File: config.mk
export PLATFORM = sky130hd
export DESIGN_NAME = vga_timing_ctrl
export DESIGN_NICKNAME = d
export VERILOG_FILES = /design/src/rtl/vga_timing_ctrl.sv
export SDC_FILE = /design/constraint.sdc
export NUM_CORES = 1
export LEC_CHECK = 0
export CAP_MARGIN = 20
export CELL_PAD_IN_SITES_DETAIL_PLACEMENT = 0
export CELL_PAD_IN_SITES_GLOBAL_PLACEMENT = 1
export CORE_AREA = 2 2 69 71
export CTS_BUF_LIST = sky130_fd_sc_hd__clkbuf_16
export DETAILED_ROUTE_END_ITERATION = 8
export DIE_AREA = 0 0 71 73
export GPL_ROUTABILITY_DRIVEN = 1
export PLACE_DENSITY = 0.69
export SETUP_SLACK_MARGIN = 0.05
export SYNTH_ARGS = -nofsm -noshare
export SYNTH_HDL_FRONTEND = slang
export SYNTH_SLANG_ARGS = --single-unit
File: constraint.sdc
create_clock -name clk -period 2.6 [get_ports clk]
set_clock_uncertainty 0.2 [all_clocks]
set_input_delay 0.26 -clock clk [delete_from_list [all_inputs] [get_ports clk]]
set_output_delay 0.26 -clock clk [all_outputs]
set_load 0.03 [all_outputs]
File: src/rtl/vga_timing_ctrl.sv
// Purpose : VGA raster sequencer; divides clk to the pixel rate and produces counters, syncs, display-enable and strobes.
// Latency : syncs/vidon are registered from next-state hc/vc, so they are aligned with hc/vc (0 cycles of decode lag).
// Backpress: none; en low parks the raster at (0,0) with syncs inactive, en high restarts it from (0,0).
module vga_timing_ctrl #(
    parameter int HPIXELS = 800,
    parameter int VLINES  = 521,
    parameter int HSW     = 128,
    parameter int VSW     = 2,
    parameter int HBP     = 144,
    parameter int HFP     = 784,
    parameter int VBP     = 31,
    parameter int VFP     = 511,
    parameter int CLK_DIV = 2
) (
    input  logic       clk,
    input  logic       clr,
    input  logic       en,
    output logic [9:0] hc,
    output logic [9:0] vc,
    output logic       hsync,
    output logic       vsync,
    output logic       vidon,
    output logic       pix_ce,
    output logic       frame_start
);

    localparam int          DW     = (CLK_DIV > 2) ? $clog2(CLK_DIV) : 1;
    localparam logic [DW-1:0] DIV_LAST = DW'(CLK_DIV - 1);
    localparam logic [9:0]  H_LAST = 10'(HPIXELS - 1);
    localparam logic [9:0]  V_LAST = 10'(VLINES - 1);
    localparam logic [9:0]  H_SW   = 10'(HSW);
    localparam logic [9:0]  V_SW   = 10'(VSW);
    localparam logic [9:0]  H_BP   = 10'(HBP);
    localparam logic [9:0]  H_FP   = 10'(HFP);
    localparam logic [9:0]  V_BP   = 10'(VBP);
    localparam logic [9:0]  V_FP   = 10'(VFP);

    logic [DW-1:0] div_q, div_d;
    logic [9:0]    hc_q, hc_d;
    logic [9:0]    vc_q, vc_d;
    logic          hsync_q, hsync_d;
    logic          vsync_q, vsync_d;
    logic          vidon_q, vidon_d;
    logic          fs_q, fs_d;
    logic          pix_ce_w;

    // Pixel-advance strobe is a plain decode of the registered divider.
    assign pix_ce_w = en && (div_q == DIV_LAST);

    // Next-state raster plus decode of that next state, so registered syncs line up with hc/vc.
    always_comb begin
        div_d   = div_q;
        hc_d    = hc_q;
        vc_d    = vc_q;
        fs_d    = 1'b0;
        hsync_d = 1'b1;
        vsync_d = 1'b1;
        vidon_d = 1'b0;
        if (!en) begin
            div_d = '0;
            hc_d  = '0;
            vc_d  = '0;
        end else begin
            div_d = (div_q == DIV_LAST) ? '0 : div_q + DW'(1);
            if (pix_ce_w) begin
                if (hc_q == H_LAST) begin
                    hc_d = '0;
                    vc_d = (vc_q == V_LAST) ? 10'd0 : vc_q + 10'd1;
                    // Only a genuine raster wrap marks a new frame; restarts via en/clr never do.
                    fs_d = (vc_q == V_LAST);
                end else begin
                    hc_d = hc_q + 10'd1;
                end
            end
            hsync_d = !(hc_d < H_SW);
            vsync_d = !(vc_d < V_SW);
            vidon_d = (hc_d >= H_BP) && (hc_d < H_FP) && (vc_d >= V_BP) && (vc_d < V_FP);
        end
    end

    // State registers; clr low forces the idle raster immediately.
    always_ff @(posedge clk or negedge clr) begin
        if (!clr) begin
            div_q   <= '0;
            hc_q    <= '0;
            vc_q    <= '0;
            hsync_q <= 1'b1;
            vsync_q <= 1'b1;
            vidon_q <= 1'b0;
            fs_q    <= 1'b0;
        end else begin
            div_q   <= div_d;
            hc_q    <= hc_d;
            vc_q    <= vc_d;
            hsync_q <= hsync_d;
            vsync_q <= vsync_d;
            vidon_q <= vidon_d;
            fs_q    <= fs_d;
        end
    end

    assign hc          = hc_q;
    assign vc          = vc_q;
    assign hsync       = hsync_q;
    assign vsync       = vsync_q;
    assign vidon       = vidon_q;
    assign pix_ce      = pix_ce_w;
    assign frame_start = fs_q;

endmodule

==> impl_results.md <==
- Outcome: completed
- Fmax: 0.401 GHz
- Vias per inst: 5.18
- Synth Cell Area: approximately 1500 µm²
- Worst hold-check path type: in2async
- Antenna viol nets, final: 0
- Syn-to-layout area delta: 41.2%
- Total global routing overflow: 0
- Synthesized Nets: 159
- Number of flops mapped to enable cells by yosys: 0
- Setup WS pre-CTS: -0.137 ns
- Vias: 1347
- Nets: around 210
- N_diodes: 0
- Largest net degree at the start of global routing: 26
- Setup ws final: around 0.11 ns
- Vias in the first global route: 1372
- Crit path launch: hc[0]
- Slowest Stage Delay on Critical Path: 0.47 ns
- Rows: 25
- Utilization after layout: 47.7%
- Synth Instances: 153
- TritonCTS Buffers: 3
- TritonCTS clock tree: built
- DRC errors left: 0
- Share of the synthesized area in the top cell type: 37.6%
- Avg WL per Cell: 15.2 µm
- Final hold vios: 0
- Crit path max fanout: 5
- RSZ-0062 raised after global routing: yes
- CTS root buffer: clkbuf_16
- Worst R2R Start: hc[0]
- Crit end category: flip-flop
- Top cells by count, synth: 23 x dfrtp_1, 10 x nand2_1, 10 x nor2_1
- Yosys reg bits: 25
- I/O Buffers: 27
- Core Area: 4540 µm²
- H-tree levels: 1
- Power Dens Cells: approximately 370 nW/µm²
- # fillers: 411
- Max_cap viols: 0
- Synth warn: 0
- Final setup viols: 0
- Synthesized area per cell: 10.0 µm²
- Die extent in x: 71 µm
- Initial antenna violation count: 0
- Top-level port count: 28
- Crit start category: flip-flop
- Slew @ Worst Pin: approximately 0.8 ns
- Fin crit period: 2.49 ns
- Crit Path Class: reg2reg
- Clock sink count: 25
- Quantity of hold-fixing buffers added after cts: 0
- Die Ht: roughly 73 µm
- Clock buffer depth: 2
- Sequential Area: 631 µm²
- Ys async rst share: 100%
- Initial DRT Pass Iterations: 4
- Worst-path cell chain: ha_4, and4_4, and3_4, nand4_1, xor2_1, or4_1, mux2i_1, nor4b_2
- Final Max Tran Viols: 0
- Lkg Pwr: between 0.9 and 1 nW
- CP required: roughly 2.5 ns
- GPL Wtd Cong: 0.948
- Initial Util: 33.8%
- Total Routing Usage GR: 15.6%
- Clock transition at the registers of the reported paths: 0.06 ns
- Count leader, synth: dfrtp_1
- Primary FF master, synth: dfrtp_1
- Slowest library cell on the worst path: or4_1
- Sequential area share after synthesis: 41.0%
- Slew margin rel.: 45.9%
- Largest area contributor in the netlist: dfrtp_1
- Power Total: 0.790 mW
- Synth top area cells: dfrtp_1 38%, xnor2_1 5.1%, mux2i_1 3.9%, nand4_1 3.7%, dfstp_2 3.4%
- Area of the multi-input gates: between 800 and 900 µm²
- Post-DP HPWL: 2890 µm
- Critical Path AT: 2.43 ns
- Worst skew pair latency: 0.26 ns
- VDD IR-drop max: roughly 0.21 mV
- First-pass GRT wire length: 6370 µm
- Final period util: 95.8%
- Share of layout cells above drive strength 1: 27.2%
- Distinct cells, synth: 46
- DRT iter0 DRCs: 100
- WL final: 3950 µm
- Die area: 5180 µm²
==> critical path: cells and delay by family (launching register included) <==
kind          cells  cell delay [ns]
xor+xnor          1             0.20
fa+ha+maj         1             0.17
flops             1             0.43
mux               1             0.18
simple gates      5             1.20
==> state kept, by name, summed over array words and instances (netlist names) <==
| name | count |
|---|---|
| vc | 10 |
| vsync | 1 |
| hsync | 1 |
| hc | 10 |
| div_q | 1 |
| vidon | 1 |
| frame_start | 1 |
==> stage by stage <==
step                      TNS (ns)  std cells  hold slack, ns  area, µm²
after global routing             0        260           0.350       2160
after global placement     -0.0850        253           0.410       2020
after detailed placement    -0.234        253           0.426       2020
after CTS                        0        257           0.306       2110
final                            0        260           0.272       2160
after floorplan                  0        153          -0.236       1550
==> cells in the final DEF, fill, tap and decap left out, types with 2 or more instances in the layout <==
cell type / instances
a21oi_1: 2
dfrtp_1: 21
nand4_1: 9
nor2b_1: 6
and3_4: 2
nand3_1: 6
and2_2: 3
mux2i_1: 5
dfstp_2: 2
or4_1: 2
and2b_1: 3
nand2_1: 10
ha_1: 2
xor2_1: 5
clkbuf_16: 3
and2_1: 8
and3_1: 6
a22o_1: 2
buf_4: 29
inv_1: 5
nor3_1: 3
dfrtp_2: 2
clkdlybuf4s50_1: 27
xnor2_1: 9
nor2_1: 10
==> path summary, 6_finish.rpt <==
check / depth (start not counted) / slack [ns] / endpoint
worst max register to register: 8 / 0.11 / vidon
worst min register to register: 2 / 0.44 / div_q
worst max-delay path: 8 / 0.11 / vidon
worst min-delay path: 1 / 0.27 / hc[4]
min in group clk: 2 / 0.44 / div_q
max in group asynchronous: 2 / 1.32 / vidon
==> area by class of cell <==
type,instances,area share [%]
inverters,4,0.694
repair buffers,56,22.6
well taps,54,3.13
multi-input cells,117,40.8
clock inverters,1,0.174
clock buffers,3,3.47
flip-flops and latches,25,29.2
==> routing by layer <==
layer | wire length, µm | track usage, %
met3 | 203 | 2.76
met5 | 0 | 0
met4 | 108 | 6.29
met2 | 1930 | 27.3
met1 | 1710 | 19.0
==> cell families (layout without fill, tap and decap cells) <==
logic type	Yosys count	count (layout)	synth area share (%)
AOI/OAI and AO/OA	12	12	5.72
xor gates and xnor gates	14	14	8.01
adders and majority gates	3	3	2.45
buffers and inverters	12	64	5.23
DFF	25	25	41.0
muxes	6	6	3.92
and+or+nand+nor	81	82	33.7
==> repair_timing <==
action	4_1_cts	5_1_grt
resized for setup	2	8
cloned	0	1
setup endpoints to repair	1	2
pin swaps	0	0
setup buffers	0	2
==> where the power goes <==
part | internal [mW] | total (mW) | leakage (nW) | switching [mW]
logic | 0.0243 | 0.0555 | 0.587 | 0.0312
registers | 0.395 | 0.400 | 0.337 | 0.00510
clock network | 0.205 | 0.334 | 0.0423 | 0.128
Power figures use the tool's default switching activity.
